## src/rtl/pipeline_hazard_ctrl_pkg.sv

```systemverilog
// Shared types and widths for the pipeline hazard controller.
// The state encoding is fixed so debug views and checkers can decode it.
package pipeline_hazard_ctrl_pkg;

  localparam int REGISTER_NUMBER_BIT_WIDTH = 4;

  typedef enum logic [1:0] {
    ST_RUN    = 2'd0,
    ST_MULDIV = 2'd1,
    ST_HALT   = 2'd2
  } hz_state_e;

endpackage

```

## src/rtl/pipeline_hazard_ctrl_if.sv

```systemverilog
// Bundle of pipeline-side hazard inputs and controller outputs.
// The master is the pipeline/driver side, the slave is the hazard controller.
interface pipeline_hazard_ctrl_if
  import pipeline_hazard_ctrl_pkg::*;
#(
  parameter int RNW       = REGISTER_NUMBER_BIT_WIDTH,
  parameter int CNT_WIDTH = 16
) ();

  logic [RNW-1:0]       RN1_ID;
  logic [RNW-1:0]       RN2_ID;
  logic                 UsesRN2_ID;
  logic [RNW-1:0]       RN1_EX;
  logic                 WriteReg_EX;
  logic                 MemRead_EX;
  logic                 BranchTaken_EX;
  logic                 IsMulDiv_EX;
  logic                 Halt_EX;

  logic                 Stall_PC;
  logic                 Stall_IFID;
  logic                 Stall_IDEX;
  logic                 Bubble_IDEX;
  logic                 Flush_IFID;
  logic                 Bubble_EXMEM;
  logic                 MulDiv_busy;
  logic                 MulDiv_done;
  logic                 Halted;
  logic [CNT_WIDTH-1:0] Stall_count;
  hz_state_e            dbg_state;

  modport master (
    output RN1_ID, RN2_ID, UsesRN2_ID, RN1_EX, WriteReg_EX, MemRead_EX,
           BranchTaken_EX, IsMulDiv_EX, Halt_EX,
    input  Stall_PC, Stall_IFID, Stall_IDEX, Bubble_IDEX, Flush_IFID,
           Bubble_EXMEM, MulDiv_busy, MulDiv_done, Halted, Stall_count, dbg_state
  );

  modport slave (
    input  RN1_ID, RN2_ID, UsesRN2_ID, RN1_EX, WriteReg_EX, MemRead_EX,
           BranchTaken_EX, IsMulDiv_EX, Halt_EX,
    output Stall_PC, Stall_IFID, Stall_IDEX, Bubble_IDEX, Flush_IFID,
           Bubble_EXMEM, MulDiv_busy, MulDiv_done, Halted, Stall_count, dbg_state
  );

endinterface

```

## src/rtl/pipeline_hazard_ctrl_load_use_detect.sv

```systemverilog
// Load-use hazard compare: a load in EX whose destination feeds an ID source.
module load_use_detect
  import pipeline_hazard_ctrl_pkg::*;
#(
  parameter int RNW = REGISTER_NUMBER_BIT_WIDTH
) (
  input  logic [RNW-1:0] rn1_id_i,
  input  logic [RNW-1:0] rn2_id_i,
  input  logic           uses_rn2_id_i,
  input  logic [RNW-1:0] rn1_ex_i,
  input  logic           write_reg_ex_i,
  input  logic           mem_read_ex_i,
  output logic           hazard_o
);

  assign hazard_o = mem_read_ex_i & write_reg_ex_i &
                    ((rn1_id_i == rn1_ex_i) | (uses_rn2_id_i & (rn2_id_i == rn1_ex_i)));

endmodule

```

## src/rtl/pipeline_hazard_ctrl.sv

```systemverilog
// Pipeline sequencing controller: load-use stall, branch flush, multi-cycle
// MUL/DIV hold, HALT freeze, and a saturating stall-cycle counter.
module pipeline_hazard_ctrl
  import pipeline_hazard_ctrl_pkg::*;
#(
  parameter int REGISTER_NUMBER_BIT_WIDTH = pipeline_hazard_ctrl_pkg::REGISTER_NUMBER_BIT_WIDTH,
  parameter int MULDIV_CYCLES             = 16,
  parameter int CNT_WIDTH                 = 16
) (
  input  logic                  clk,
  input  logic                  rst_n,
  pipeline_hazard_ctrl_if.slave bus
);

  // Counter only has to hold MULDIV_CYCLES-2; the entry cycle is spent in RUN.
  localparam int CW = (MULDIV_CYCLES > 2) ? $clog2(MULDIV_CYCLES - 1) : 1;
  localparam logic [CW-1:0] MD_LOAD = CW'(MULDIV_CYCLES - 2);

  hz_state_e            state_q, state_d;
  logic [CW-1:0]        cnt_q, cnt_d;
  logic [CNT_WIDTH-1:0] stall_count_q;

  logic load_use;
  logic stall_pc, stall_ifid, stall_idex, bubble_idex, flush_ifid;
  logic bubble_exmem, muldiv_busy, muldiv_done, halted;

  load_use_detect #(.RNW(REGISTER_NUMBER_BIT_WIDTH)) u_load_use (
    .rn1_id_i       (bus.RN1_ID),
    .rn2_id_i       (bus.RN2_ID),
    .uses_rn2_id_i  (bus.UsesRN2_ID),
    .rn1_ex_i       (bus.RN1_EX),
    .write_reg_ex_i (bus.WriteReg_EX),
    .mem_read_ex_i  (bus.MemRead_EX),
    .hazard_o       (load_use)
  );

  always_comb begin
    state_d      = state_q;
    cnt_d        = cnt_q;
    stall_pc     = 1'b0;
    stall_ifid   = 1'b0;
    stall_idex   = 1'b0;
    bubble_idex  = 1'b0;
    flush_ifid   = 1'b0;
    bubble_exmem = 1'b0;
    muldiv_busy  = 1'b0;
    muldiv_done  = 1'b0;
    halted       = 1'b0;
    unique case (state_q)
      ST_RUN: begin
        if (bus.Halt_EX) begin
          {stall_pc, stall_ifid, stall_idex, bubble_exmem} = 4'b1111;
          state_d = ST_HALT;
        end else if (bus.BranchTaken_EX) begin
          // Flush beats a simultaneous load-use: the stalled instruction is discarded.
          flush_ifid  = 1'b1;
          bubble_idex = 1'b1;
        end else if (bus.IsMulDiv_EX) begin
          {stall_pc, stall_ifid, stall_idex, bubble_exmem} = 4'b1111;
          muldiv_busy = 1'b1;
          cnt_d       = MD_LOAD;
          state_d     = ST_MULDIV;
        end else if (load_use) begin
          stall_pc    = 1'b1;
          stall_ifid  = 1'b1;
          bubble_idex = 1'b1;
        end
      end
      ST_MULDIV: begin
        if (cnt_q != '0) begin
          {stall_pc, stall_ifid, stall_idex, bubble_exmem} = 4'b1111;
          muldiv_busy = 1'b1;
          cnt_d       = cnt_q - 1'b1;
        end else begin
          muldiv_done = 1'b1;
          state_d     = ST_RUN;
        end
      end
      ST_HALT: begin
        {stall_pc, stall_ifid, stall_idex, bubble_exmem} = 4'b1111;
        halted = 1'b1;
      end
      default: state_d = ST_RUN;
    endcase
    // Inputs can still be active during reset; keep every control output quiet.
    if (!rst_n) begin
      {stall_pc, stall_ifid, stall_idex, bubble_idex, flush_ifid} = 5'b0;
      {bubble_exmem, muldiv_busy, muldiv_done, halted}            = 4'b0;
    end
  end

  always_ff @(posedge clk or negedge rst_n) begin
    if (!rst_n) begin
      state_q       <= ST_RUN;
      cnt_q         <= '0;
      stall_count_q <= '0;
    end else begin
      state_q <= state_d;
      cnt_q   <= cnt_d;
      if (stall_pc && !halted && (stall_count_q != '1))
        stall_count_q <= stall_count_q + 1'b1;
    end
  end

  assign bus.Stall_PC     = stall_pc;
  assign bus.Stall_IFID   = stall_ifid;
  assign bus.Stall_IDEX   = stall_idex;
  assign bus.Bubble_IDEX  = bubble_idex;
  assign bus.Flush_IFID   = flush_ifid;
  assign bus.Bubble_EXMEM = bubble_exmem;
  assign bus.MulDiv_busy  = muldiv_busy;
  assign bus.MulDiv_done  = muldiv_done;
  assign bus.Halted       = halted;
  assign bus.Stall_count  = stall_count_q;
  assign bus.dbg_state    = state_q;

endmodule

```

## src/flat_wrapper.sv

```systemverilog
// flat-port wrapper written by rule: the top's interface ports become plain ports
module pipeline_hazard_ctrl_flat import pipeline_hazard_ctrl_pkg::*;
#(
  parameter int REGISTER_NUMBER_BIT_WIDTH = pipeline_hazard_ctrl_pkg::REGISTER_NUMBER_BIT_WIDTH,
  parameter int MULDIV_CYCLES             = 16,
  parameter int CNT_WIDTH                 = 16
)
  (clk, rst_n, bus_RN1_ID, bus_RN2_ID, bus_UsesRN2_ID, bus_RN1_EX, bus_WriteReg_EX, bus_MemRead_EX, bus_BranchTaken_EX, bus_IsMulDiv_EX, bus_Halt_EX, bus_Stall_PC, bus_Stall_IFID, bus_Stall_IDEX, bus_Bubble_IDEX, bus_Flush_IFID, bus_Bubble_EXMEM, bus_MulDiv_busy, bus_MulDiv_done, bus_Halted, bus_Stall_count, bus_dbg_state);
  pipeline_hazard_ctrl_if #(.RNW((4)), .CNT_WIDTH(CNT_WIDTH)) bus_i ();
  input  logic clk;
  input  logic rst_n;
  input wire logic [$bits(bus_i.RN1_ID)-1:0] bus_RN1_ID;
  input wire logic [$bits(bus_i.RN2_ID)-1:0] bus_RN2_ID;
  input wire logic [$bits(bus_i.UsesRN2_ID)-1:0] bus_UsesRN2_ID;
  input wire logic [$bits(bus_i.RN1_EX)-1:0] bus_RN1_EX;
  input wire logic [$bits(bus_i.WriteReg_EX)-1:0] bus_WriteReg_EX;
  input wire logic [$bits(bus_i.MemRead_EX)-1:0] bus_MemRead_EX;
  input wire logic [$bits(bus_i.BranchTaken_EX)-1:0] bus_BranchTaken_EX;
  input wire logic [$bits(bus_i.IsMulDiv_EX)-1:0] bus_IsMulDiv_EX;
  input wire logic [$bits(bus_i.Halt_EX)-1:0] bus_Halt_EX;
  output wire logic [$bits(bus_i.Stall_PC)-1:0] bus_Stall_PC;
  output wire logic [$bits(bus_i.Stall_IFID)-1:0] bus_Stall_IFID;
  output wire logic [$bits(bus_i.Stall_IDEX)-1:0] bus_Stall_IDEX;
  output wire logic [$bits(bus_i.Bubble_IDEX)-1:0] bus_Bubble_IDEX;
  output wire logic [$bits(bus_i.Flush_IFID)-1:0] bus_Flush_IFID;
  output wire logic [$bits(bus_i.Bubble_EXMEM)-1:0] bus_Bubble_EXMEM;
  output wire logic [$bits(bus_i.MulDiv_busy)-1:0] bus_MulDiv_busy;
  output wire logic [$bits(bus_i.MulDiv_done)-1:0] bus_MulDiv_done;
  output wire logic [$bits(bus_i.Halted)-1:0] bus_Halted;
  output wire logic [$bits(bus_i.Stall_count)-1:0] bus_Stall_count;
  output wire logic [$bits(bus_i.dbg_state)-1:0] bus_dbg_state;
  assign bus_i.RN1_ID = bus_RN1_ID;
  assign bus_i.RN2_ID = bus_RN2_ID;
  assign bus_i.UsesRN2_ID = bus_UsesRN2_ID;
  assign bus_i.RN1_EX = bus_RN1_EX;
  assign bus_i.WriteReg_EX = bus_WriteReg_EX;
  assign bus_i.MemRead_EX = bus_MemRead_EX;
  assign bus_i.BranchTaken_EX = bus_BranchTaken_EX;
  assign bus_i.IsMulDiv_EX = bus_IsMulDiv_EX;
  assign bus_i.Halt_EX = bus_Halt_EX;
  assign bus_Stall_PC = bus_i.Stall_PC;
  assign bus_Stall_IFID = bus_i.Stall_IFID;
  assign bus_Stall_IDEX = bus_i.Stall_IDEX;
  assign bus_Bubble_IDEX = bus_i.Bubble_IDEX;
  assign bus_Flush_IFID = bus_i.Flush_IFID;
  assign bus_Bubble_EXMEM = bus_i.Bubble_EXMEM;
  assign bus_MulDiv_busy = bus_i.MulDiv_busy;
  assign bus_MulDiv_done = bus_i.MulDiv_done;
  assign bus_Halted = bus_i.Halted;
  assign bus_Stall_count = bus_i.Stall_count;
  assign bus_dbg_state = bus_i.dbg_state;
  pipeline_hazard_ctrl #(.REGISTER_NUMBER_BIT_WIDTH(REGISTER_NUMBER_BIT_WIDTH), .MULDIV_CYCLES(MULDIV_CYCLES), .CNT_WIDTH(CNT_WIDTH)) u_core (.clk(clk), .rst_n(rst_n), .bus(bus_i));
endmodule
```

## config.mk

```make
export PLATFORM = sky130hd
export DESIGN_NAME = pipeline_hazard_ctrl_flat
export DESIGN_NICKNAME = d
export VERILOG_FILES = /design/src/rtl/pipeline_hazard_ctrl_pkg.sv /design/src/rtl/pipeline_hazard_ctrl_if.sv /design/src/rtl/pipeline_hazard_ctrl_load_use_detect.sv /design/src/rtl/pipeline_hazard_ctrl.sv /design/src/flat_wrapper.sv
export SDC_FILE = /design/constraint.sdc
export NUM_CORES = 1
export LEC_CHECK = 0
export CAP_MARGIN = 20
export CORE_MARGIN = 3
export CORE_UTILIZATION = 45
export DETAILED_ROUTE_END_ITERATION = 8
export GPL_TIMING_DRIVEN = 0
export PLACE_DENSITY_LB_ADDON = 0.2
export SLEW_MARGIN = 15
export SYNTH_ARGS = -nofsm -noshare
export SYNTH_HDL_FRONTEND = slang
export SYNTH_SLANG_ARGS = --single-unit
```

## constraint.sdc

```tcl
create_clock -name clk -period 2.5 [get_ports clk]
set_clock_uncertainty 0.05 [all_clocks]
set_input_delay 0.375 -clock clk [delete_from_list [all_inputs] [get_ports clk]]
set_output_delay 0.375 -clock clk [all_outputs]
set_load 0.05 [all_outputs]
```

### Word level (Yosys, flattened, before mapping)

Cells that the tools add are included.
Widths: inputs -> output; s select.

* logic and storage cells: 69
* input port bits: 20
* register bits after elaboration: 22
* output and inout port bits: 27

* bitwise operators: 5
* reduce and logical (&&, ||, !) cells: 8
* mux-type cells: 39
* $add $sub $neg: 2
* equal/unequal tests: 12

Operators with widths (number)
* $mux 1: 26
* $add 16x1->16 const B: 1
* $mux 4: 4
* $ne 16x16->1 const B: 1
* $eq 4x4->1: 2
* $mux 2: 4
* $ne 2x2->1 const B: 4
* $pmux 4 s2: 1
* $ne 3x3->1 const B: 2
* $pmux 1 s3: 2
* $pmux 2 s3: 1
* $reduce_and 5->1: 1
* $reduce_and 4->1: 1
* $reduce_bool 4->1: 1
* $sub 4x1->4 const B: 1
* $and 1x1->1: 3
* $eq 2x1->1 const B: 1
* $eq 2x2->1 const B: 1
* $logic_and 1x1->1: 2
* $logic_not 2->1: 1
* $ne 2x1->1 const B: 1
* $pmux 1 s2: 1
* $reduce_bool 2->1: 1
* $logic_not 1->1: 1
* other kinds (2): 2

### Logic depth before layout (Yosys ltp)

* word-level depth: 12
* mapped depth: 8
* depth with buffers taken out: 7

### Modules after synthesis

Synthesis repeated with hierarchy kept, for this count alone.

* cells, all modules: 133
* area, all modules: 1376.3 µm²

By module, submodules not included
* pipeline_hazard_ctrl: instances 1, area each 1272.5 µm², sequential area each 550.5 µm², cells an instance 121
* load_use_detect: instances 1, area each 103.8 µm², sequential area each 0.0 µm², cells an instance 12

### Worst setup path before layout

Ideal clock, no wire load.

* path type: flip-flop to output port
* from: register u_core.state_q[0], in the netlist u_core.bus.dbg_state[0]
* to: output port bus_Stall_PC
* stages on the path, launching flop included: 7
* required time: 2075 ps
* arrival time: 2672 ps
* setup slack: -597 ps
* path buffers: 2
* path through: dfrtp_1 -> nor2b_1 -> nand3_1 -> o31ai_2 -> clkbuf_1 -> or2_2 -> buf_4

* word-level cells in the longest chain between the ends: 3
* elaborated cells between the ends (all ways): 5
* those cells by class: eq/ne (2); mux (2); reduce/logical (1)

RTL lines
* start: declaration: line pipeline_hazard_ctrl.sv:19 `hz_state_e state_q, state_d;`
* start signal: assignment: line pipeline_hazard_ctrl.sv:98 `state_q <= state_d;`
* $eq 2x2->1 (tied with other cells)
* $pmux 1 s3 *
* $mux 1 *
* end: declaration: line flat_wrapper.sv:21 `output wire logic [$bits(bus_i.Stall_PC)-1:0] bus_Stall_PC;`

Mark *: on every way between the ends. The rest lies on a longest branch, timed or not.

### Final worst setup path

* from: register u_core.state_q[1], in the netlist u_core.bus.dbg_state[1]
* to: output port bus_Stall_PC

* word-level cells in the longest chain between the ends: 3
* elaborated cells between the ends (all ways): 5
* those cells by class: eq/ne (2); mux (2); reduce/logical (1)

RTL lines
* $eq 2x2->1 (tied with other cells): line pipeline_hazard_ctrl.sv:49 `unique case (state_q)`
* $pmux 1 s3 *: line pipeline_hazard_ctrl.sv:49
* $mux 1 *: line pipeline_hazard_ctrl.sv:86 `if (!rst_n) begin`

Marked as above.

==> results.yml <==
synthesis:
  share_of_synthesized_cell_area_in_and_or_nand_and_nor_gates_pct: 19.3
  post_synth_inst_count: 134
  netlist-cell-type-count: 41
  synth_mux_area_share_pct: 1.09
  largest_family_of_logic_cells_by_synthesized_area: "simple AND/OR/NAND/NOR gates"
  synth_ff_type: "sky130_fd_sc_hd__dfrtp_1"
  synthesis.nets: 156
  synth_sequential_area_ratio_pct: 40.1
  synth-adder-area-share_pct: 1.82
  syn-mean-instance-area_um2: 10.2
  synth_top_cell_area_share_pct: 40.1
  yosysWarnings: 0
  yosys_register_bits: 22
  synth-edff-count: 0
  synth-compound-area-share_pct: 16.1
  synth_area_mm2: 0.00137
  synth_xor_xnor_area_share_pct: 16.0
  synth_top_cells_by_area: "sky130_fd_sc_hd__dfrtp_1 (40%), sky130_fd_sc_hd__xnor2_1 (14%), sky130_fd_sc_hd__o211ai_1 (3.3%)"
  postSynth.asyncResetShare_pct: 100
  netlist.top_cell.by_area: "sky130_fd_sc_hd__dfrtp_1"
worst_setup_path:
  worstPathArrival_ns: 2.01
  cp-start-kind: "flip-flop"
  setup.worst_path.class: "reg -> out"
  last_element_of_the_critical_path: "bus_Stall_PC"
  timing.critical_path.from: "u_core.bus.dbg_state[1]"
  timing.reg2reg.setup_slack_ns: 0.16
  rr_worst_depth: 7
  reg2reg_from: "u_core.bus.Stall_count[0]"
  reg_to_reg_critical_path_endpoint: "u_core.bus.Stall_count[10]"
  cp.required_ns: 2.08
  end_kind: "primary output"
  path_max_fanout: 5
drt:
  dr.pass1.iters: 4
  route.antenna.remaining_nets: 0
  drtIter0Drc: 48
  drcViolationCount: 0
  wl_per_cell_um: 16.1
  totalWireLength_um: 3660
  routed_via_count_divided_by_cell_count: 5.58
  via_count: 1267
sta:
  timing.slew.headroom_pct: 66.0
  actual_transition_at_the_worst_max_transition_pin_ns: 0.508
  maxClockFrequency_mhz: 410
  setup_slack_ns: 0.0623
  timing_max_transition_violations_final: 0
  setup_viol_count_final: 0
  final.setup.tns_ns: 0
  layout_worst_path_cycle_share_pct: 97.5
  timing.final.hold_violations: 0
  final.min_clock_period_ns: 2.44
outcome:
  status: "finished clean"
clocking:
  cts_sinks: 22
  clk_latency_ns: 0.31
  number_of_clock_buffers_inserted_by_tritoncts: 3
  clk_path_buf_depth: 2
  root_buffer: "sky130_fd_sc_hd__clkbuf_4"
  h-tree-depth: 1
  clk_transition_reported_paths_ns: 0.13
  clock_tree_from_tritoncts: "yes"
final_layout:
  antennaDiodeCount: 0
  areaGrowthSynthToFinish_pct: 51.5
  layout_common_cells: "sky130_fd_sc_hd__clkdlybuf4s50_1 (35), sky130_fd_sc_hd__xnor2_1 (22), sky130_fd_sc_hd__dfrtp_1 (20)"
  nFillCells: 212
  post_route_cells_drive_above_1_share_pct: 23.0
  design.final.nets: 219
  most_frequent_standard_cell_in_the_layout_excluding_fill_and_tap_cells: "sky130_fd_sc_hd__clkdlybuf4s50_1"
floorplan:
  die-width_um: 61.2
  effective_utilization_at_floorplan_pct: 48.5
  floorplan.io_pins: 47
  core.rowCount: 19
  overall_die_height_um: 61.2
  core_area_mm2: 0.00283
  dieArea_mm2: 0.00375
pwr:
  finalPower_mw: 1.22
  pwr_density_cell_mw_per_mm2: 587
  p_leak_nw: 0.833
  ir_drop_mv: 0.699
grt:
  grt_remaining_overflow: 0
  first_global_vias: 1197
  grt_max_degree: 18
  grt_pass1_wl_um: 5620
  initial_antenna_violation_count: 0
  grt_use_total_pct: 19.7
placed_design:
  buffer_ports.inserted: 46
  dpl_worst_slack_ns: -1.51
  place.detailed.hpwl_um: 2570
  placer_congestion_estimate: 0.804
run:
  maxCapViolations: 0
worst_hold_path:
  hp-class: "in -> async"
==> cell families after synthesis <==
group	after synthesis
simple gates	47
fa+ha+maj	2
mux	1
flops	22
compound gates	26
xor+xnor	25
buf+inv	11
==> worst min path at each step <==
stage                          startpoint                         end  slack [ns]  cells after the start
2_1_floorplan                       rst_n   u_core.bus.Stall_count[0]        0.03                      0
3_3_place_gp   u_core.bus.Stall_count[10]  u_core.bus.Stall_count[10]        0.42                      1
3_5_place_dp   u_core.bus.Stall_count[10]  u_core.bus.Stall_count[10]        0.44                      1
4_1_cts                             rst_n  u_core.bus.Stall_count[11]       -0.20                      1
5_1_grt                             rst_n  u_core.bus.Stall_count[11]        0.45                      2
6_report                            rst_n  u_core.bus.Stall_count[14]        0.44                      2
==> where the power goes <==
part	internal (mW)	switching (mW)	total (mW)	leakage, nW
registers	0.415	0.0739	0.489	0.272
logic	0.227	0.304	0.530	0.541
clock network	0.0890	0.112	0.201	0.0210
==> area by class of cell <==
class	count	area [um2]	share of cell area, %
Timing Repair Buffer	62	606	29.2
Sequential cell	22	553	26.6
Tap cell	31	38.8	1.87
Clock buffer	4	36.3	1.75
Inverter	5	18.8	0.904
Buffer	2	12.5	0.602
Multi-Input combinational cell	101	812	39.1
==> flip-flops by register name, summed over array words and instances (netlist names) <==
register	cells
u_core.bus.Stall_count	16
u_core.cnt_q	4
u_core.bus.dbg_state	2
==> metal layers <==
| layer | GRT usage, % | routed length [um] | part of all wire (%) |
|---|---|---|---|
| met4 | 3.10 | 14 | 0.38 |
| met3 | 4.61 | 139 | 3.8 |
| met5 | 0 | 0 | 0 |
| met2 | 34.4 | 1960 | 53 |
| met1 | 25.2 | 1550 | 42 |
==> Yosys cell counts (all sizes together), types with 2 or more instances <==
cell,count
dfrtp,22
o2111ai,6
o21ai,4
a211oi,2
buf,5
nand2,6
inv,5
nor3,3
nor2b,4
nand3,6
and2,3
o211ai,6
and3,6
or3b,2
xor2,3
nor2,7
xnor2,22
nand4,2
ha,2
a31oi,2
and4,2
==> through the flow <==
step	cells	instance area [um2]	hold slack [ns]	util (%)
floorplan	134	1380	0.0294	-
finish	227	2080	0.441	73.4
CTS	220	2000	-0.195	70.6
global route	227	2080	0.447	73.4
detailed placement	212	1900	0.443	67.0
global placement	211	1880	0.425	66.5
==> critical path: stages (launching register included) <==
cell and delay, ns:
sky130_fd_sc_hd__dfrtp_2 0.42, sky130_fd_sc_hd__or3b_4 0.39, sky130_fd_sc_hd__nor4b_1 0.38, sky130_fd_sc_hd__a2bb2o_4 0.22, sky130_fd_sc_hd__or2_4 0.14, sky130_fd_sc_hd__buf_8 0.14
==> what timing repair did <==
action,CTS,global route
endpoints found under the hold margin,12,15
hold buffers,1,3
setup endpoints to repair,25,7
buffers inserted,5,6
pin swaps,2,6
gates resized for setup,49,15
Power figures use the tool's default switching activity.
